$ cat src/rtl/bus_master_if_if.sv
// Signal bundle between a CPU stage, its local SPM port and the shared bus.
// The master modport is the bus interface unit's view; slave is the environment's.
interface bus_master_if_if #(
    parameter int ADDR_W = 30,
    parameter int DATA_W = 32
);
    logic              stall;
    logic              flush;
    logic              busy;
    logic [ADDR_W-1:0] addr;
    logic              as_;
    logic              rw;
    logic [DATA_W-1:0] wr_data;
    logic [DATA_W-1:0] rd_data;

    logic [DATA_W-1:0] spm_rd_data;
    logic [ADDR_W-1:0] spm_addr;
    logic              spm_as_;
    logic              spm_rw;
    logic [DATA_W-1:0] spm_wr_data;

    logic [DATA_W-1:0] bus_rd_data;
    logic              bus_rdy_;
    logic              bus_grnt_;
    logic              bus_req_;
    logic [ADDR_W-1:0] bus_addr;
    logic              bus_as_;
    logic              bus_rw;
    logic [DATA_W-1:0] bus_wr_data;

    modport master (
        input  stall, flush, addr, as_, rw, wr_data,
        output busy, rd_data,
        input  spm_rd_data,
        output spm_addr, spm_as_, spm_rw, spm_wr_data,
        input  bus_rd_data, bus_rdy_, bus_grnt_,
        output bus_req_, bus_addr, bus_as_, bus_rw, bus_wr_data
    );

    modport slave (
        output stall, flush, addr, as_, rw, wr_data,
        input  busy, rd_data,
        output spm_rd_data,
        input  spm_addr, spm_as_, spm_rw, spm_wr_data,
        output bus_rd_data, bus_rdy_, bus_grnt_,
        input  bus_req_, bus_addr, bus_as_, bus_rw, bus_wr_data
    );
endinterface

$ cat src/rtl/bus_master_if.sv
// Initiator-side bus unit: zero-wait SPM path, full request/grant/strobe/ready
// protocol for every other address, busy stalls the pipeline until data.
module bus_master_if #(
    parameter logic [2:0] SPM_INDEX = 3'h1,
    parameter int         ADDR_W    = 30,
    parameter int         DATA_W    = 32
) (
    input  logic             clk,
    input  logic             reset,
    bus_master_if_if.master  bus
);

    typedef enum logic [1:0] {
        S_IDLE,
        S_REQ,
        S_ACCESS,
        S_WAIT
    } state_t;

    state_t            state_q;
    logic              req_q;
    logic [ADDR_W-1:0] addr_q;
    logic              as_q;
    logic              rw_q;
    logic [DATA_W-1:0] wd_q;
    logic [DATA_W-1:0] rd_buf_q;

    logic              spm_hit;
    logic              busy;
    logic [DATA_W-1:0] rd_data;
    logic              spm_as;

    assign spm_hit = (bus.addr[ADDR_W-1 -: 3] == SPM_INDEX);

    always_ff @(posedge clk or negedge reset) begin
        if (!reset) begin
            state_q  <= S_IDLE;
            req_q    <= 1'b1;
            addr_q   <= '0;
            as_q     <= 1'b1;
            rw_q     <= 1'b1;
            wd_q     <= '0;
            rd_buf_q <= '0;
        end else begin
            unique case (state_q)
                S_IDLE: begin
                    if (!bus.flush && !bus.as_ && !spm_hit) begin
                        req_q   <= 1'b0;
                        addr_q  <= bus.addr;
                        rw_q    <= bus.rw;
                        if (!bus.rw) wd_q <= bus.wr_data;
                        state_q <= S_REQ;
                    end
                end
                S_REQ: begin
                    if (!bus.bus_grnt_) begin
                        as_q    <= 1'b0;
                        state_q <= S_ACCESS;
                    end
                end
                S_ACCESS: begin
                    // strobe is only ever one cycle wide
                    as_q <= 1'b1;
                    if (!bus.bus_rdy_) begin
                        req_q    <= 1'b1;
                        addr_q   <= '0;
                        rw_q     <= 1'b1;
                        wd_q     <= '0;
                        rd_buf_q <= bus.bus_rd_data;
                        state_q  <= bus.stall ? S_WAIT : S_IDLE;
                    end
                end
                S_WAIT: begin
                    if (!bus.stall) state_q <= S_IDLE;
                end
                default: state_q <= S_IDLE;
            endcase
        end
    end

    always_comb begin
        busy    = 1'b0;
        rd_data = '0;
        spm_as  = 1'b1;
        if (reset) begin
            unique case (state_q)
                S_IDLE: begin
                    if (!bus.flush && !bus.as_) begin
                        if (spm_hit) begin
                            spm_as  = 1'b0;
                            rd_data = bus.spm_rd_data;
                        end else begin
                            busy = 1'b1;
                        end
                    end
                end
                S_REQ: busy = 1'b1;
                S_ACCESS: begin
                    if (!bus.bus_rdy_) rd_data = bus.bus_rd_data;
                    else               busy    = 1'b1;
                end
                S_WAIT: rd_data = rd_buf_q;
                default: busy = 1'b0;
            endcase
        end
    end

    assign bus.busy        = busy;
    assign bus.rd_data     = rd_data;
    assign bus.spm_addr    = bus.addr;
    assign bus.spm_as_     = spm_as;
    assign bus.spm_rw      = bus.rw;
    assign bus.spm_wr_data = bus.wr_data;
    assign bus.bus_req_    = req_q;
    assign bus.bus_addr    = addr_q;
    assign bus.bus_as_     = as_q;
    assign bus.bus_rw      = rw_q;
    assign bus.bus_wr_data = wd_q;

endmodule

$ cat src/flat_wrapper.sv
// flat-port wrapper written by rule: the top's interface ports become plain ports
module bus_master_if_flat 
#(
    parameter logic [2:0] SPM_INDEX = 3'h1,
    parameter int         ADDR_W    = 30,
    parameter int         DATA_W    = 32
)
  (clk, reset, bus_stall, bus_flush, bus_addr, bus_as_, bus_rw, bus_wr_data, bus_busy, bus_rd_data, bus_spm_rd_data, bus_spm_addr, bus_spm_as_, bus_spm_rw, bus_spm_wr_data, bus_bus_rd_data, bus_bus_rdy_, bus_bus_grnt_, bus_bus_req_, bus_bus_addr, bus_bus_as_, bus_bus_rw, bus_bus_wr_data);
  bus_master_if_if #(.ADDR_W(ADDR_W), .DATA_W(DATA_W)) bus_i ();
  input  logic clk;
  input  logic reset;
  input wire logic [$bits(bus_i.stall)-1:0] bus_stall;
  input wire logic [$bits(bus_i.flush)-1:0] bus_flush;
  input wire logic [$bits(bus_i.addr)-1:0] bus_addr;
  input wire logic [$bits(bus_i.as_)-1:0] bus_as_;
  input wire logic [$bits(bus_i.rw)-1:0] bus_rw;
  input wire logic [$bits(bus_i.wr_data)-1:0] bus_wr_data;
  output wire logic [$bits(bus_i.busy)-1:0] bus_busy;
  output wire logic [$bits(bus_i.rd_data)-1:0] bus_rd_data;
  input wire logic [$bits(bus_i.spm_rd_data)-1:0] bus_spm_rd_data;
  output wire logic [$bits(bus_i.spm_addr)-1:0] bus_spm_addr;
  output wire logic [$bits(bus_i.spm_as_)-1:0] bus_spm_as_;
  output wire logic [$bits(bus_i.spm_rw)-1:0] bus_spm_rw;
  output wire logic [$bits(bus_i.spm_wr_data)-1:0] bus_spm_wr_data;
  input wire logic [$bits(bus_i.bus_rd_data)-1:0] bus_bus_rd_data;
  input wire logic [$bits(bus_i.bus_rdy_)-1:0] bus_bus_rdy_;
  input wire logic [$bits(bus_i.bus_grnt_)-1:0] bus_bus_grnt_;
  output wire logic [$bits(bus_i.bus_req_)-1:0] bus_bus_req_;
  output wire logic [$bits(bus_i.bus_addr)-1:0] bus_bus_addr;
  output wire logic [$bits(bus_i.bus_as_)-1:0] bus_bus_as_;
  output wire logic [$bits(bus_i.bus_rw)-1:0] bus_bus_rw;
  output wire logic [$bits(bus_i.bus_wr_data)-1:0] bus_bus_wr_data;
  assign bus_i.stall = bus_stall;
  assign bus_i.flush = bus_flush;
  assign bus_i.addr = bus_addr;
  assign bus_i.as_ = bus_as_;
  assign bus_i.rw = bus_rw;
  assign bus_i.wr_data = bus_wr_data;
  assign bus_busy = bus_i.busy;
  assign bus_rd_data = bus_i.rd_data;
  assign bus_i.spm_rd_data = bus_spm_rd_data;
  assign bus_spm_addr = bus_i.spm_addr;
  assign bus_spm_as_ = bus_i.spm_as_;
  assign bus_spm_rw = bus_i.spm_rw;
  assign bus_spm_wr_data = bus_i.spm_wr_data;
  assign bus_i.bus_rd_data = bus_bus_rd_data;
  assign bus_i.bus_rdy_ = bus_bus_rdy_;
  assign bus_i.bus_grnt_ = bus_bus_grnt_;
  assign bus_bus_req_ = bus_i.bus_req_;
  assign bus_bus_addr = bus_i.bus_addr;
  assign bus_bus_as_ = bus_i.bus_as_;
  assign bus_bus_rw = bus_i.bus_rw;
  assign bus_bus_wr_data = bus_i.bus_wr_data;
  bus_master_if #(.SPM_INDEX(SPM_INDEX), .ADDR_W(ADDR_W), .DATA_W(DATA_W)) u_core (.clk(clk), .reset(reset), .bus(bus_i));
endmodule
$ cat config.mk
export PLATFORM = sky130hd
export DESIGN_NAME = bus_master_if_flat
export DESIGN_NICKNAME = d
export VERILOG_FILES = /design/src/rtl/bus_master_if_if.sv /design/src/rtl/bus_master_if.sv /design/src/flat_wrapper.sv
export SDC_FILE = /design/constraint.sdc
export NUM_CORES = 1
export LEC_CHECK = 0
export ABC_AREA = 1
export BUFFER_PORTS_ARGS = -buffer_cell sky130_fd_sc_hd__clkbuf_2
export CAP_MARGIN = 20
export CORE_MARGIN = 2
export CORE_UTILIZATION = 45
export CTS_CLUSTER_DIAMETER = 150
export CTS_CLUSTER_SIZE = 16
export DETAILED_ROUTE_END_ITERATION = 16
export HOLD_SLACK_MARGIN = 0.02
export PLACE_DENSITY = 0.87
export SETUP_SLACK_MARGIN = 0.1
export SYNTH_ARGS = -nofsm -noshare
export SYNTH_HDL_FRONTEND = slang
export SYNTH_SLANG_ARGS = --single-unit
$ cat constraint.sdc
create_clock -name clk -period 2.5 [get_ports clk]
set_clock_uncertainty 0.05 [all_clocks]
set_input_delay 0.75 -clock clk [delete_from_list [all_inputs] [get_ports clk]]
set_output_delay 0.75 -clock clk [all_outputs]
set_load 0.005 [all_outputs]
==> key figures <==
Hold path
  • Hold Path Cell Cnt: 2
  • Hold Path Class: flip-flop to flip-flop

Timing
  • Final hold violation count: 0
  • Max-slew headroom: between 50 and 60%
  • Slew Limit Fails: 0
  • Final WS setup: -0.2037 ns
  • RSZ-0062 raised after global routing: yes
  • Period utilisation layout: 108.1%
  • Worst slew pin tran: approximately 0.65 ns
  • Period minus WS final: between 2 and 3 ns
  • # setup viols final: 33
  • F_max: 369.9 MHz

Floorplan
  • Height of the chip: about 110 µm
  • Die Footprint: 13020 µm²
  • # IOs: between 200 and 300
  • Initial Util: a little under half
  • Row count: 40
  • Die X: 114.1 µm
  • Core Footprint: 11910 µm²

Clock network
  • CTS tree: built
  • Worst skew pair latency: 0.33 ns
  • H-tree depth: 3
  • Num Clock Sinks: about 100
  • CTS Buffer Depth: 2
  • TritonCTS Buffers: 9
  • Clock transition at the registers of the reported paths: approximately 0.06 ns
  • Hold buffers post-CTS: 0
  • Root buffer cell: clkbuf_16

Setup path
  • Reg2Reg Depth: 10
  • Kind of end point of the critical path: output port
  • WP data arrival: between 1.5 and 2 ns
  • CP max-delay cell: nor2_4
  • Worst path bufs/invs: 4
  • Crit-path cells: buf_6 -> nor2_4 -> nand2_2 -> nor2_4 -> buf_12 -> buf_16 -> nand2_4 -> a21oi_2 -> clkbuf_2
  • CP Depth: 9
  • Crit path max fanout: 8
  • Startpoint types: primary input
  • Largest stage delay on the critical path: about 0.19 ns
  • Critical path's most frequent cell: nor2_4
  • WP data required: around 1.7 ns
  • Critical path class: primary input to output port
  • Delay-heaviest family, CP: buffers and inverters

Run status
  • Outcome: complete, but fails checks
  • Failing checks: negative setup slack

Synth
  • Most used flip-flop cell after synthesis: dfrtp_1
  • Post-Syn Instances: roughly 770
  • Most common cell in the netlist: nand2_1
  • Post-synth EDFFs: 0
  • Unique masters post-synth: 17
  • Synth top area share: about 44%
  • YS warnings: 0
  • Ys async rst share: 100.0%
  • Synth Register Bits: slightly below 100
  • Largest area contributor in the netlist: dfrtp_1
  • Commonest cells post-synth: 238 x nand2_1, 134 x nor2_1, 96 x dfrtp_1
  • Main area contributors after synthesis: dfrtp_1 44%, nand2_1 16%, buf_4 9.2%
  • Avg Synthesized Cell Area: around 7.1 µm²
  • Post-synthesis net count: 899
  • Sequential area share after synthesis: between 40% and 50%
  • Mapped cell area: 5454 µm²

GRT
  • First-pass GRT wire length: ~25000 µm
  • Antenna violations before repair: 0
  • Tot GR Track Use: between 20% and 30%
  • Vias in the first global route: roughly 5100
  • Gr ovfl total: 0
  • Largest net degree at the start of global routing: ~70

Routing
  • Routed WL: ~17000 µm
  • First-pass iteration count of the detailed router: 7
  • Vias per cell: 4.981
  • Post-DRT Antenna Nets: 0
  • DRC Markers: 0
  • Number of vias in the routed layout: roughly 5800
  • Starting DRT DRC Count: between 400 and 500
  • Routed WL per cell: between 10 and 15 µm

Final layout
  • Utilization after layout: between 60% and 70%
  • Layout area overhead: 36.25%
  • Ant diodes: 0
  • Fill cells: 1020
  • Net count, final: around 1100
  • Final Non-Filler Cells: between 1000 and 1500
  • Layout cell share with drive strength beyond 1: 40.18%

Power
  • Cell Pwr Density: around 950 nW/µm²
  • Cell leakage power: 4.361 nW
  • Worst vdd ir: about 380 µV

Place
  • Placed cell count: 1124
  • GPL Wtd Cong: just over 0.8
  • Port-buffer cells: between 200 and 300
  • Post-detail-place hpwl: 11080 µm

Run
  • Max Cap Violations: 0
## layout make-up
| cell class | count | area (µm²) | area share [%] |
|---|---|---|---|
| timing repair buffer | 330 | 1954 | 26.30 |
| clock inverter | 7 | 73.82 | 0.9934 |
| inverter | 76 | 289.0 | 3.890 |
| clock buffer | 9 | 225.2 | 3.031 |
| tap | 147 | 183.9 | 2.475 |
| sequential | 99 | 2484 | 33.42 |
| multi-input combinational | 487 | 2221 | 29.89 |
## state kept, by name, summed over array words and instances (netlist names)
name,count
u_core.state_q,2
u_core.bus.bus_rw,1
u_core.bus.bus_addr,30
u_core.bus.bus_as_,1
u_core.bus.bus_req_,1
u_core.bus.bus_wr_data,32
u_core.rd_buf_q,32
## power by group
part           switching [mW]  total [mW]  internal [mW]
Combinational            1.79        3.01           1.21
Clock                   0.615        1.40          0.783
Sequential              0.307        2.62           2.31
## cells in the final DEF (no fill, tap or decap), types with 4 or more instances in the layout
master,instances
a21oi_1,18
a21oi_2,15
buf_12,6
buf_2,21
buf_4,22
clkbuf_16,14
clkbuf_2,272
dfrtp_1,94
inv_1,71
inv_2,4
nand2_1,221
nand2_2,10
nand2_4,11
nand3_1,39
nor2_1,126
nor2_2,8
nor2_4,4
o22ai_1,32
## routing by layer
layer	GRT usage, %	up-vias	wire [µm]
met5	0	-	0
met4	9.756	0	454
met3	4.023	37	1248
met2	41.59	317	8835
met1	28.84	2637	6625
li1	-	2762	-
## what timing repair did
action | 4_1_cts | 5_1_grt
setup buffers | 4 | 4
pin swaps | 5 | 16
endpoints found under the setup margin | 34 | 34
gates resized for setup | 24 | 61
gates cloned | 2 | 5
## worst paths after layout
path	from	endpoint	slack, ns
max in group asynchronous	reset	u_core.bus.bus_wr_data[11]$_DFFE_PN0P_	0.79
min	u_core.bus.bus_req_$_DFFE_PN1P_	u_core.bus.bus_req_$_DFFE_PN1P_	0.41
min reg2reg	u_core.bus.bus_req_$_DFFE_PN1P_	u_core.bus.bus_req_$_DFFE_PN1P_	0.41
max	bus_flush	bus_rd_data[22]	-0.20
min in group asynchronous	reset	u_core.rd_buf_q[22]$_DFFE_PN0P_	0.52
max reg2reg	u_core.state_q[0]$_DFFE_PN0P_	u_core.bus.bus_wr_data[15]$_DFFE_PN0P_	0.37
## worst reg2reg max path: stages (launching register included)
cell and delay, ns:
dfrtp_2 0.43, buf_4 0.17, inv_2 0.07, nand2_4 0.08
clkbuf_16 0.20, inv_2 0.08, nand2_4 0.06, nand2_2 0.20
nand2_2 0.41, nand2_1 0.20, nand2_1 0.07
## logic make-up (layout without fill, tap and decap cells)
family	count (synthesis)	in the layout	share of synthesized area [%]
and+or+nand+nor	420	420	30.28
buffers and inverters	179	422	17.34
DFF	99	99	45.49
AOI/OAI and AO/OA	67	67	6.882
## per-stage QoR
stage	cell area (µm²)	TNS [ns]	hold WS (ns)	setup slack, ns	power (mW)
floorplan	5454	0	0.4031	0.1448	4.293
global placement	6669	-0.002033	0.4010	-0.001511	5.287
detailed placement	6669	-2.345	0.4020	-0.09583	5.382
CTS	7139	-1.397	0.4119	-0.08514	6.861
global route	7431	-6.189	0.4397	-0.2172	7.557
finish	7431	-5.492	0.4101	-0.2037	7.025
No activity file was read; power rests on OpenSTA's default activity.
